## src/rtl/bbox_steer_gen.sv

```systemverilog
// bbox_steer_gen: turns a three-word bounding-box message (ID, top-left,
// bottom-right) into a registered steering command (direction, near flag,
// box centre x and box width) with a valid/ready handshake on each side.
// Optional feature macro BBOX_MIN_WIDTH_FILTER_EN: when defined, boxes
// narrower than MIN_WIDTH are reported as "no object".
module bbox_steer_gen #(
    parameter int IMAGE_W    = 640,
    parameter int DEADBAND   = 32,
    parameter int NEAR_WIDTH = 160,
    parameter int MIN_WIDTH  = 8
) (
    input  logic        clk,
    input  logic        reset_n,
    input  logic [31:0] msg_data,
    input  logic        msg_valid,
    output logic        msg_ready,
    output logic        cmd_valid,
    input  logic        cmd_ready,
    output logic [1:0]  cmd_dir,
    output logic        cmd_near,
    output logic [10:0] cmd_cx,
    output logic [10:0] cmd_width,
    output logic [7:0]  err_count
);

    localparam logic [31:0] MSG_ID    = 32'h0052_4242;
    localparam logic [11:0] LEFT_LIM  = 12'(IMAGE_W / 2 - DEADBAND);
    localparam logic [11:0] RIGHT_LIM = 12'(IMAGE_W / 2 + DEADBAND);
    localparam logic [11:0] NEAR_LIM  = 12'(NEAR_WIDTH);

    typedef enum logic [2:0] {IDLE, TL, BR, CALC, OUT} state_t;

    state_t      state, state_next;
    logic [10:0] x_min, x_max;
    logic        accept, is_id, err_inc;

    logic [11:0] sum;
    logic [10:0] cx_calc, width_calc;
    logic [1:0]  dir_calc;
    logic        near_calc, empty;

    // Word accepted this edge; msg_ready held low while in reset.
    always_comb begin
        msg_ready = reset_n && (state == IDLE || state == TL || state == BR);
        accept    = msg_valid && msg_ready;
        is_id     = (msg_data == MSG_ID);
        cmd_valid = (state == OUT);
    end

    // State register.
    always_ff @(posedge clk) begin
        if (!reset_n) state <= IDLE;
        else          state <= state_next;
    end

    // Next-state logic and protocol-error detection.
    always_comb begin
        state_next = state;
        err_inc    = 1'b0;
        case (state)
            IDLE: if (accept) begin
                if (is_id) state_next = TL;
                else       err_inc    = 1'b1;
            end
            TL: if (accept) begin
                if (is_id) err_inc = 1'b1;    // resync: stay in TL for a fresh message
                else       state_next = BR;
            end
            BR: if (accept) begin
                if (is_id) begin
                    err_inc    = 1'b1;
                    state_next = TL;
                end else begin
                    state_next = CALC;
                end
            end
            CALC: state_next = OUT;
            OUT:  if (cmd_ready) state_next = IDLE;
            default: state_next = IDLE;
        endcase
    end

    // Command arithmetic on the latched x coordinates (y is ignored).
    always_comb begin
        sum        = {1'b0, x_min} + {1'b0, x_max};
        cx_calc    = sum[11:1];
        width_calc = x_max - x_min + 11'd1;
`ifdef BBOX_MIN_WIDTH_FILTER_EN
        empty      = (x_max < x_min) || ({1'b0, width_calc} < 12'(MIN_WIDTH));
`else
        empty      = (x_max < x_min);
`endif
        if ({1'b0, cx_calc} < LEFT_LIM)       dir_calc = 2'b01;
        else if ({1'b0, cx_calc} > RIGHT_LIM) dir_calc = 2'b10;
        else                                  dir_calc = 2'b11;
        near_calc  = ({1'b0, width_calc} >= NEAR_LIM);
    end

`ifndef BBOX_MIN_WIDTH_FILTER_EN
    // MIN_WIDTH only matters when the filter is built in.
    logic unused_min_width;
    assign unused_min_width = (MIN_WIDTH > 0);
`endif

    // Coordinate latches, command registers and saturating error counter.
    always_ff @(posedge clk) begin
        if (!reset_n) begin
            x_min     <= '0;
            x_max     <= '0;
            cmd_dir   <= '0;
            cmd_near  <= 1'b0;
            cmd_cx    <= '0;
            cmd_width <= '0;
            err_count <= '0;
        end else begin
            if (state == TL && accept && !is_id) x_min <= msg_data[26:16];
            if (state == BR && accept && !is_id) x_max <= msg_data[26:16];
            if (err_inc && err_count != 8'hFF)   err_count <= err_count + 8'd1;
            if (state == CALC) begin
                if (empty) begin
                    cmd_dir   <= 2'b00;
                    cmd_near  <= 1'b0;
                    cmd_cx    <= '0;
                    cmd_width <= '0;
                end else begin
                    cmd_dir   <= dir_calc;
                    cmd_near  <= near_calc;
                    cmd_cx    <= cx_calc;
                    cmd_width <= width_calc;
                end
            end
        end
    end

endmodule

```

## config.mk

```make
export PLATFORM = sky130hd
export DESIGN_NAME = bbox_steer_gen
export DESIGN_NICKNAME = d
export VERILOG_FILES = /design/src/rtl/bbox_steer_gen.sv
export SDC_FILE = /design/constraint.sdc
export NUM_CORES = 1
export LEC_CHECK = 0
export ABC_AREA = 1
export CELL_PAD_IN_SITES_DETAIL_PLACEMENT = 2
export CELL_PAD_IN_SITES_GLOBAL_PLACEMENT = 2
export CORE_UTILIZATION = 32
export CTS_BUF_LIST = sky130_fd_sc_hd__clkbuf_8
export DETAILED_ROUTE_END_ITERATION = 10
export GPL_ROUTABILITY_DRIVEN = 0
export GPL_TIMING_DRIVEN = 1
export PLACE_DENSITY_LB_ADDON = 0.05
export SKIP_LAST_GASP = 1
export SLEW_MARGIN = 20
export SYNTH_ARGS = -nofsm -noshare
export SYNTH_HDL_FRONTEND = slang
export SYNTH_SLANG_ARGS = --single-unit
```

## constraint.sdc

```tcl
create_clock -name clk -period 3.65 [get_ports clk]
set_input_delay 0.73 -clock clk [delete_from_list [all_inputs] [get_ports clk]]
set_output_delay 0.73 -clock clk [all_outputs]
set_load 0.005 [all_outputs]
```

==> impl_results.md, run 1 <==
* Final Cell Area at 0.004959 mm2
* Die Span Y at 113.1 um
* Slowest stage delay, CP at 510 ps
* Outcome: complete, no violations
* CTS tree: yes
* Final critical-path share of the clock period at 0.7297
* Hold Vio Cnt, Final at 0
* Layout cells sized above 1 at 0.06832
* Hold Crit Class: register to register
* Crit-path most repeated cell: clkdlybuf4s50_1
* Hold buffers post-CTS at 0
* Clock network fraction of total power at 0.445
* Most area-hungry cell type in the Yosys netlist: dfxtp_1
* Critical path type: input port to output pin
* Asr flop ratio synth at 0
* Distinct cell type count after synthesis at 39
* Later-pin clock latency in the skew report at 360 ps
* Post-synth top area share at 0.2942
* Total Routing Usage GR at 0.2219
* N_diodes at 0
* Pwr Total at 1296 uW
* Part of the power in registers at 0.491
* EDFF count, synth at 0
* Initial DRT Pass Iterations at 4
* Area growth syn-to-layout at 25.65%
* Worst Path Required at 2920 ps
* Clk_skew at 7.872 ps
* Worst EP arrival at 1930 ps
* Sw Share at 0.2267
* Row count at 40
* VDD IR-drop max at 0.1711 mV
* LEAKAGE at 0.002146 uW
* First-pass GRT wire length at about 22 mm
* Clock root cell: clkbuf_8
* Max Freq at 375.4 MHz
* Routed length per instance at around 17 um
* Grt ovf at 0
* Effective utilization at floorplan at 0.3285
* Routed WL at 13.19 mm
* H-tree levels at 3
* Post-synth net total at 644
* CP Launch Type: input port
* Starting DRT DRC Count at 99
* Detailed Place HPWL at 10.85 mm
* CTS sink cnt at 58
* Reg2reg start: x_min[8]
* Pins Over Slew Limit at 0
* P_int at 1002 uW
* CP max FO at 2
* Mapped Cells at around 570
* Min-delay src: cmd_dir[0]
* Slew margin rel. at 0.4818
* Logic pwr share at 0.065
* Vias in the first global route at around 4.4k
* Crit path launch: reset_n
* Synth warnings at 0
* Placeable Area at 0.01201 mm2
* Psw at 293.9 uW
* Primary FF master, synth: dfxtp_1
* Initial antenna violation count at 0
* Syn Area/Cell at 6.935 um2
* IO Pins at just over 70
* Drt drc at 0
* CTS Buf Count at 9
* Register area share after synthesis at 0.2942
* NumNets Final at 715
* Vias/cell at 5.085
* Synthesized area at ~0.004 mm2
* Reg clk slew, reported paths at 60 ps
* Via count at 4022
* Power Density at 261.4 mW/mm2
* Die area at 0.01278 mm2
* Post_cts resized at 0
* Clk buf depth at 2
* Port bufs at 70
* Routed Antenna Nets at 0
* Slowest CP cell: clkdlybuf4s50_1
* Synth top area cells: dfxtp_1 (29%), nand2_1 (13%), ha_1 (11%)
* Min Tclk post-route at 2663 ps
* Pin count of the biggest net entering global routing at 34
* Synth Register Bits at 58
* Setup repair bufs after CTS at 0
* Worst setup EP type: output pin
* Die width at approximately 110 um
* Setup-failing EPs final at 0
* CP cell instances: clkdlybuf4s50_1 > and3_4 > clkdlybuf4s50_1
* RSZ-0062 raised after global routing: no
* Area post-placement at 0.004773 mm2
* Setup TNS at 0 ps
* Max cap viols at 0
* Worst slew pin tran at 775.0 ps
==> layout make-up <==
class / count / area [um2]
Clock buffer: 10 / 137.6
Timing Repair Buffer: 72 / 715.7
Clock inverter: 5 / 47.55
Sequential cell: 58 / 1161
Multi-Input combinational cell: 421 / 2420
Fill cell: 1496 / 7053
Tap cell: 147 / 183.9
Inverter: 78 / 292.8
==> kinds of logic (layout without fill, tap and decap cells) <==
group           Yosys count  after routing  synth area share
compound gates           96             96            0.1328
xor+xnor                 13             13           0.02885
fa+ha+maj                39             39            0.1332
buf+inv                  90            165           0.09258
flops                    58             58            0.2942
simple gates            273            273            0.3183
==> cells in the final DEF, fill, tap and decap left out, drive strengths merged, types with 2 or more instances in the layout <==
cell,n
o21bai,3
xnor2,5
nand3,34
ha,34
buf,2
clkbuf,10
nand4,16
nor4,12
clkdlybuf4s50,70
dfxtp,58
nor2,53
a21oi,59
xor2,8
clkinv,2
nor3,13
fa,5
o21ai,29
nand2,142
inv,80
a2bb2oi,2
==> registers in the layout, indices dropped and copies added, names as in the netlist <==
signal,cells
x_max,11
err_count,8
cmd_near,1
cmd_width,11
cmd_cx,11
x_min,11
cmd_dir,2
state,3
==> power groups by stage <==
stage	logic [uW]	clock network [uW]	registers, uW
after floorplan	25.7	0	650
after global placement	81.5	0	650
after detailed placement	85.0	0	650
after CTS	85.3	598	636
after global routing	92.1	622	636
final	83.8	576	636
==> Yosys cell counts, types with 8 or more instances <==
library cell and instances:
nand3_1 31, nand4_1 15, nor4_1 12, o21ai_0 26, xor2_1 8, inv_1 73
ha_1 34, dfxtp_1 58, a21oi_1 55, nor2_1 46, nor3_1 12, nand2_1 136
==> critical path: cells and delay by family <==
kind	cells	cell delay, ps
buffers and inverters	2	990
AND/OR/NAND/NOR	1	210
==> metal layers <==
| metal | GRT usage | vias to the layer above | wire length, um |
|---|---|---|---|
| li1 | - | 1991 | - |
| met2 | 0.4053 | 75 | 6623 |
| met1 | 0.2548 | 1936 | 5810 |
| met3 | 0.04981 | 20 | 440 |
| met5 | 0 | - | 0 |
| met4 | 0.07281 | 0 | 317 |
==> through the flow <==
step | worst slack [ps] | utilization | hold slack (ps) | instances
floorplan | 1593 | - | 454.0 | 569
global placement | 838.9 | 0.3974 | 452.4 | 776
detailed placement | 661.8 | 0.3974 | 460.9 | 776
CTS | 973.2 | 0.4128 | 470.2 | 791
global route | 827.8 | 0.4128 | 488.5 | 791
finish | 986.5 | 0.4128 | 467.4 | 791
==> worst paths after layout <==
kind           endpoint  slack [ps]  cells past startpoint
max           msg_ready         990                      3
max reg2reg    cmd_near        1060                     12
min          cmd_dir[0]         470                      2
min reg2reg  cmd_dir[0]         470                      2
Note: power is estimated with default switching activity, not from simulation.
==> run 2, diff against run 1 <==
--- a/config.mk
+++ b/config.mk
@@ -8,7 +8,7 @@
 export ABC_AREA = 1
 export CELL_PAD_IN_SITES_DETAIL_PLACEMENT = 2
 export CELL_PAD_IN_SITES_GLOBAL_PLACEMENT = 2
-export CORE_UTILIZATION = 32
+export CORE_UTILIZATION = 30
 export CTS_BUF_LIST = sky130_fd_sc_hd__clkbuf_8
 export DETAILED_ROUTE_END_ITERATION = 10
 export GPL_ROUTABILITY_DRIVEN = 0
==> constraint.sdc (replaced) <==
create_clock -name clk -period 2.5 [get_ports clk]
set_input_delay 0.5 -clock clk [delete_from_list [all_inputs] [get_ports clk]]
set_output_delay 0.5 -clock clk [all_outputs]
set_load 0.005 [all_outputs]
==> run 2 against run 1 <==
  * Non-clock buffer count grew 12
  * Combinational power grew 48%
  * Sequential power grew 46%
  * Critical path type is now register to register
  * First-iteration DRC count grew 49%
  * Global-route usage shrank 0.76 points
  * Clock power grew 75%
  * Clock-buffer cell count grew 1
  * Largest cell class unchanged
  * Routed wire length grew 2.2%
==> impl_results.md, run 2 (same netlist as run 1, synthesis figures left out) <==
* Outcome: complete, no violations (unchanged)
* Power Density at 398.8 mW/mm2 (was 261.4 mW/mm2)
* Min-delay src: cmd_width[5] (was cmd_dir[0])
* Met1 wire length at 6.211 mm (was 5.810 mm)
* N_diodes at 0 (unchanged)
* NumNets Final at 727 (was 715)
* Min Tclk post-route at 2354 ps
* Clk_skew at 8.425 ps (was 7.872 ps)
* Die Span Y at 116.7 um (was 113.1 um)
* Pin count of the biggest net entering global routing at 27 (was 34)
* Row count at 41 (was 40)
* Hold endpoint: cmd_width[5] (was cmd_dir[0])
* IO Pins at 71 (unchanged)
* CTS tree: yes (unchanged)
* Pins Over Slew Limit at 0 (unchanged)
* Worst EP arrival at 2600 ps (was 1930 ps)
* Critical path type: register to register (was input port to output pin)
* Routed WL at 13.48 mm (was 13.19 mm)
* Slew margin rel. at 0.6699 (was 0.4818)
* Commonest non-fill, non-tap cell in the layout: nand2_1 (unchanged)
* Effective utilization at floorplan at 0.3102 (was 0.3285)
* VDD IR-drop max at 0.2018 mV (was 0.1711 mV)
* Placeable Area at 0.01272 mm2 (was 0.01201 mm2)
* WP depth at 15 (was 3)
* CP max FO at 4 (was 2)
* Vias in the first global route at 4367 (was 4424)
* FF-to-FF path depth at 15 (was 12)
* Placed cell count at 812 (was 776)
* First-pass GRT wire length at 22.09 mm (was 22.10 mm)
* Detailed Place HPWL at 11.00 mm (was 10.85 mm)
* CP Launch Type: register (was input port)
* H-tree levels at 3 (unchanged)
* Die width at 116.7 um (was 113.1 um)
* Layout cells sized above 1 at 0.1081 (was 0.06832)
* Worst Path Required at 2740 ps (was 2920 ps)
* Slowest stage delay, CP at 600 ps (was 510 ps)
* Port bufs at 70 (unchanged)
* FF-to-FF setup slack at 150 ps (was 1060 ps)
* Grt ovf at 0 (unchanged)
* Worst setup margin at 146.2 ps (was 986.5 ps)
* Drt drc at 0 (unchanged)
* Max cap viols at 0 (unchanged)
* Final critical-path share of the clock period at 0.9415
* Initial antenna violation count at 0 (unchanged)
* Via count at 4028 (was 4022)
* Crit-path most repeated cell: nand2_1 (was clkdlybuf4s50_1)
* Worst slack, placed at 23.50 ps (was 661.8 ps)
* Crit path launch: x_min[3] (was reset_n)
* Worst setup EP type: register (was output pin)
* CP cell instances: inv_1 > ha_1 > inv_1 > fa_2 > inv_1 > a21oi_2 > nand2_1 > nand2_1 > nand3_1 > nand2_1 > nand2_1 > nand2_1 > nand4_1 > nand2_1 > inv_1 (was clkdlybuf4s50_1 > and3_4 > clkdlybuf4s50_1)
* RSZ-0062 raised after global routing: yes (was no)
* Final std cells w/o fill at 829 (was 791)
* Worst slew pin tran at 494.4 ps (was 775.0 ps)
* Crit path max-delay family: adder cells (was buffers and inverters)
* Hold Crit Class: register to register (unchanged)
* Hold path cells at 2 (unchanged)
* Reg clk slew, reported paths at 70 ps (was 60 ps)
* Vias/cell at 4.859 (was 5.085)
* Hold Vio Cnt, Final at 0 (unchanged)
* Hold buffers post-CTS at 0 (unchanged)
* Die area at 0.01362 mm2 (was 0.01278 mm2)
* Starting DRT DRC Count at 148 (was 99)
* CTS Buf Count at 9 (unchanged)
* WL met2 at 6.833 mm (was 6.623 mm)
* Later-pin clock latency in the skew report at 340 ps (was 360 ps)
* Setup-failing EPs final at 0 (unchanged)
* Routed Antenna Nets at 0 (unchanged)
* LEAKAGE at 0.002224 uW (was 0.002146 uW)
* Met3 wire len at 323 um (was 440 um)
* CP bufs+invs at 4 (was 2)
* Max Used Layer: met4 (unchanged)
* Max Freq at 424.8 MHz
* Slowest CP cell: fa_2 (was clkdlybuf4s50_1)
* Reg2reg start: x_min[3] (was x_min[8])
* Initial DRT Pass Iterations at 4 (unchanged)
* Routed length per instance at 16.26 um (was 16.68 um)
* Fillers at 1552 (was 1496)
* Area growth syn-to-layout at 31.26% (was 25.65%)
* Clock root cell: clkbuf_8 (unchanged)
* Most frequent cells in the layout: nand2_1 (136), inv_1 (72), clkdlybuf4s50_1 (70), dfxtp_1 (57), a21oi_1 (52) (was nand2_1 (136), inv_1 (75), clkdlybuf4s50_1 (70), dfxtp_1 (58), a21oi_1 (55))
* Clk buf depth at 2 (unchanged)
* CTS sink cnt at 58 (unchanged)
* FF-to-FF End: cmd_near (unchanged)
* Total Routing Usage GR at 0.2143 (was 0.2219)
run 2: cell types whose count changed in the layout (fill, tap and decap cells not counted), sizes merged:
| cell | change |
|---|---|
| buf | +12 |
| bufinv | +1 |
| clkbuf | +1 |
| inv | -1 |
run 2: worst max path at each step:
stage / to
after floorplan: cmd_near
after global placement: err_count[0]
after detailed placement: x_max[8]
after CTS: cmd_near
after global routing: cmd_near
final: cmd_near
run 2: tightest hold or removal path, cell delays in order, from the launching register on:
cell and delay (ps):
dfxtp_1 310, nand2_1 60, a21oi_1 50
run 2: final cells by class:
type | count | area, um2 | share of cell area
clock buffer | 11 | 151.4 | 0.02923
clock inverter | 5 | 77.57 | 0.01498
inverter | 78 | 292.8 | 0.05652
multi-input combinational | 421 | 2462 | 0.4754
sequential | 58 | 1162 | 0.2244
tap | 172 | 215.2 | 0.04155
timing repair buffer | 84 | 818.3 | 0.1580
run 2: where the power goes:
part	total (uW)	switching, uW	internal, uW
clock network	1010	401	612
logic	124	56.7	67.0
registers	928	3.14	925
run 2: through the flow:
stage | area, um2 | setup TNS (ps) | power (uW) | hold WS (ps) | util
6_report | 5180 | 0 | 2066 | 464.3 | 0.4072
5_1_grt | 5180 | -49.70 | 2162 | 482.2 | 0.4072
4_1_cts | 5129 | 0 | 2099 | 468.0 | 0.4031
3_5_place_dp | 4900 | 0 | 1075 | 456.6 | 0.3851
3_3_place_gp | 4900 | 0 | 1071 | 453.6 | 0.3851
2_1_floorplan | 3946 | 0 | 986.2 | 454.0 | -
run 2: what timing repair did:
action,4_1_cts,5_1_grt
endpoints found under the setup margin,0,7
buffers inserted,0,1
resized for setup,0,13
run 2: metal layers:
metal  up-vias  GRT usage
li1       2023          -
met1      1928     0.2654
met2        67     0.3874
met3        10    0.03425
met4         0    0.04895
met5         -          0
==> run 3, diff against run 2 <==
--- a/config.mk
+++ b/config.mk
@@ -6,13 +6,15 @@
 export NUM_CORES = 1
 export LEC_CHECK = 0
 export ABC_AREA = 1
+export CAP_MARGIN = 20
 export CELL_PAD_IN_SITES_DETAIL_PLACEMENT = 2
 export CELL_PAD_IN_SITES_GLOBAL_PLACEMENT = 2
 export CORE_UTILIZATION = 30
 export CTS_BUF_LIST = sky130_fd_sc_hd__clkbuf_8
 export DETAILED_ROUTE_END_ITERATION = 10
 export GPL_ROUTABILITY_DRIVEN = 0
-export GPL_TIMING_DRIVEN = 1
+export GPL_TIMING_DRIVEN = 0
+export MAX_ROUTING_LAYER = met4
 export PLACE_DENSITY_LB_ADDON = 0.05
 export SKIP_LAST_GASP = 1
 export SLEW_MARGIN = 20
==> run 3 against run 2 <==
  * Largest power group unchanged
  * First-iteration DRC count shrank 36%
  * Clock power is essentially flat
  * Routed wire length shrank 0.90%
==> impl_results.md, run 3 (same netlist as run 1, synthesis figures left out) <==
* Outcome: complete, no violations (unchanged)
* Most frequent cells in the layout: nand2_1 (136), inv_1 (72), clkdlybuf4s50_1 (69), dfxtp_1 (57), a21oi_1 (53) (was nand2_1 (136), inv_1 (72), clkdlybuf4s50_1 (70), dfxtp_1 (57), a21oi_1 (52))
* Drt drc at 0 (unchanged)
* Logic pwr share at 0.061 (was 0.060)
* Psw at 522.1 uW (was 460.9 uW)
* IO Pins at 71 (unchanged)
* Post_cts resized at 0 (unchanged)
* Area post-placement at 0.004862 mm2 (was 0.004900 mm2)
* CP Launch Type: register (unchanged)
* Later-pin clock latency in the skew report at 370 ps (was 340 ps)
* Pwr Total at 2083 uW (was 2066 uW)
* FF-to-FF path depth at 15 (unchanged)
* Hold Crit Class: register to register (unchanged)
* Worst EP arrival at 2620 ps (was 2600 ps)
* N_diodes at 0 (unchanged)
* Pin count of the biggest net entering global routing at 13 (was 27)
* FF-to-FF End: cmd_near (unchanged)
* Reg clk slew, reported paths at 80 ps (was 70 ps)
* Die width at 116.7 um (unchanged)
* RSZ-0062 raised after global routing: yes (unchanged)
* Met2 usage at 0.3886 (was 0.3874)
* Initial antenna violation count at 0 (unchanged)
* Final Cell Area at 0.005154 mm2 (was 0.005180 mm2)
* Routed Antenna Nets at 0 (unchanged)
* NumNets Final at 725 (was 727)
* Port bufs at 70 (unchanged)
* Die Span Y at 116.7 um (unchanged)
* LEAKAGE at 0.002182 uW (was 0.002224 uW)
* Hold buffers post-CTS at 0 (unchanged)
* H-tree levels at 3 (unchanged)
* Worst setup EP type: register (unchanged)
* Effective utilization at floorplan at 0.3102 (unchanged)
* Worst setup margin at 144.9 ps (was 146.2 ps)
* Hold Vio Cnt, Final at 0 (unchanged)
* Routed WL at 13.36 mm (was 13.48 mm)
* Setup-failing EPs final at 0 (unchanged)
* Max Freq at 424.6 MHz (was 424.8 MHz)
* First-pass GRT wire length at 21.89 mm (was 22.09 mm)
* Detailed Place HPWL at 11.15 mm (was 11.00 mm)
* Min Tclk post-route at 2355 ps (was 2354 ps)
* Clk buf depth at 2 (unchanged)
* Clock network fraction of total power at 0.494 (was 0.491)
* Layout cells sized above 1 at 0.09924 (was 0.1081)
* Area growth syn-to-layout at 30.60% (was 31.26%)
* Vias/cell at 4.914 (was 4.859)
* Total Routing Usage GR at 0.2198 (was 0.2143)
* Clk_skew at 14.32 ps (was 8.425 ps)
* Slew margin rel. at 0.5694 (was 0.6699)
* Row count at 41 (unchanged)
* Die area at 0.01362 mm2 (unchanged)
* Max cap viols at 0 (unchanged)
* Commonest non-fill, non-tap cell in the layout: nand2_1 (unchanged)
* Part of the power in registers at 0.445 (was 0.449)
* Placeable Area at 0.01272 mm2 (unchanged)
* Setup repair bufs after CTS at 0 (unchanged)
* CTS tree: yes (unchanged)
* Hold path cells at 2 (unchanged)
* Worst Path Required at 2770 ps (was 2740 ps)
* Worst slack, placed at 48.78 ps (was 23.50 ps)
* Setup TNS at 0 ps (unchanged)
* Starting DRT DRC Count at 95 (was 148)
* Sw Share at 0.2507 (was 0.2231)
* CTS sink cnt at 58 (unchanged)
* Initial DRT Pass Iterations at 4 (unchanged)
* CTS Buf Count at 9 (unchanged)
* Power Density at 404.1 mW/mm2 (was 398.8 mW/mm2)
* CP max FO at 4 (unchanged)
* P_int at 1561 uW (was 1605 uW)
* Reg2reg start: x_min[5] (was x_min[3])
* Critical path type: register to register (unchanged)
* FF-to-FF setup slack at 140 ps (was 150 ps)
* Pins Over Slew Limit at 0 (unchanged)
* Grt met1 use at 0.2540 (was 0.2654)
* Via count at 4064 (was 4028)
* Worst slew pin tran at 646.0 ps (was 494.4 ps)
* Hold_ws at 465.9 ps (was 464.3 ps)
* M3 GR Usage at 0.03633 (was 0.03425)
* Vias in the first global route at 4420 (was 4367)
* Clock root cell: clkbuf_8 (unchanged)
* Hold endpoint: cmd_cx[3] (was cmd_width[5])
* Routed length per instance at 16.15 um (was 16.26 um)
* Min-delay src: cmd_cx[3] (was cmd_width[5])
* Final critical-path share of the clock period at 0.9420 (was 0.9415)
* Fillers at 1565 (was 1552)
* VDD IR-drop max at 0.1954 mV (was 0.2018 mV)
* Grt ovf at 0 (unchanged)
* Most Used Layer, Global Route: met2 (unchanged)
==> run 3: stage by stage <==
stage | cells | util
2_1_floorplan | 569 | -
3_3_place_gp | 811 | 0.3822
3_5_place_dp | 811 | 0.3822
4_1_cts | 827 | 0.3999
5_1_grt | 827 | 0.4051
6_report | 827 | 0.4051
==> run 3: layout make-up <==
type                    instances  area (um2)  area share
plain buffers                  12       72.57     0.01408
clock buffers                   9       123.9     0.02404
clock inverters                 7       101.3     0.01966
repair buffers                 70       703.2      0.1364
flip-flops and latches         58        1162      0.2255
inverters                      78       292.8     0.05681
well taps                     172       215.2     0.04176
multi-input cells             421        2482      0.4817
==> run 3: how the worst max path moves through the flow <==
stage	start	slack (ps)	end	cells after the start
finish	x_min[5]	140	cmd_near	15
global route	x_min[3]	-20	cmd_near	14
CTS	x_min[5]	20	cmd_near	14
detailed placement	x_min[5]	50	cmd_near	14
global placement	reset_n	50	msg_ready	3
floorplan	x_min[5]	440	cmd_near	15
==> run 3: power groups by stage <==
stage	clock network, uW	registers, uW	logic [uW]
6_report	1030	928	126
5_1_grt	1100	928	139
4_1_cts	1060	928	128
3_5_place_dp	0	949	128
3_3_place_gp	0	949	124
2_1_floorplan	0	949	37.5
==> run 3: critical path, stage by stage (launching register included) <==
cell and delay [ps]:
dfxtp_1 350, inv_1 80, ha_2 190, inv_1 70, fa_2 480, inv_2 120
nand2_1 130, or2_2 330, nand4_1 80, nand2_1 80, nand2_1 80, nand2_1 50
nand2_1 50, nand4_1 70, nand2_1 70, inv_1 40
==> run 3: layer usage <==
layer,vias to the layer above,share of wire
met5,-,0
met4,0,0.014
met3,15,0.022
met2,63,0.51
met1,1963,0.45
li1,2023,-
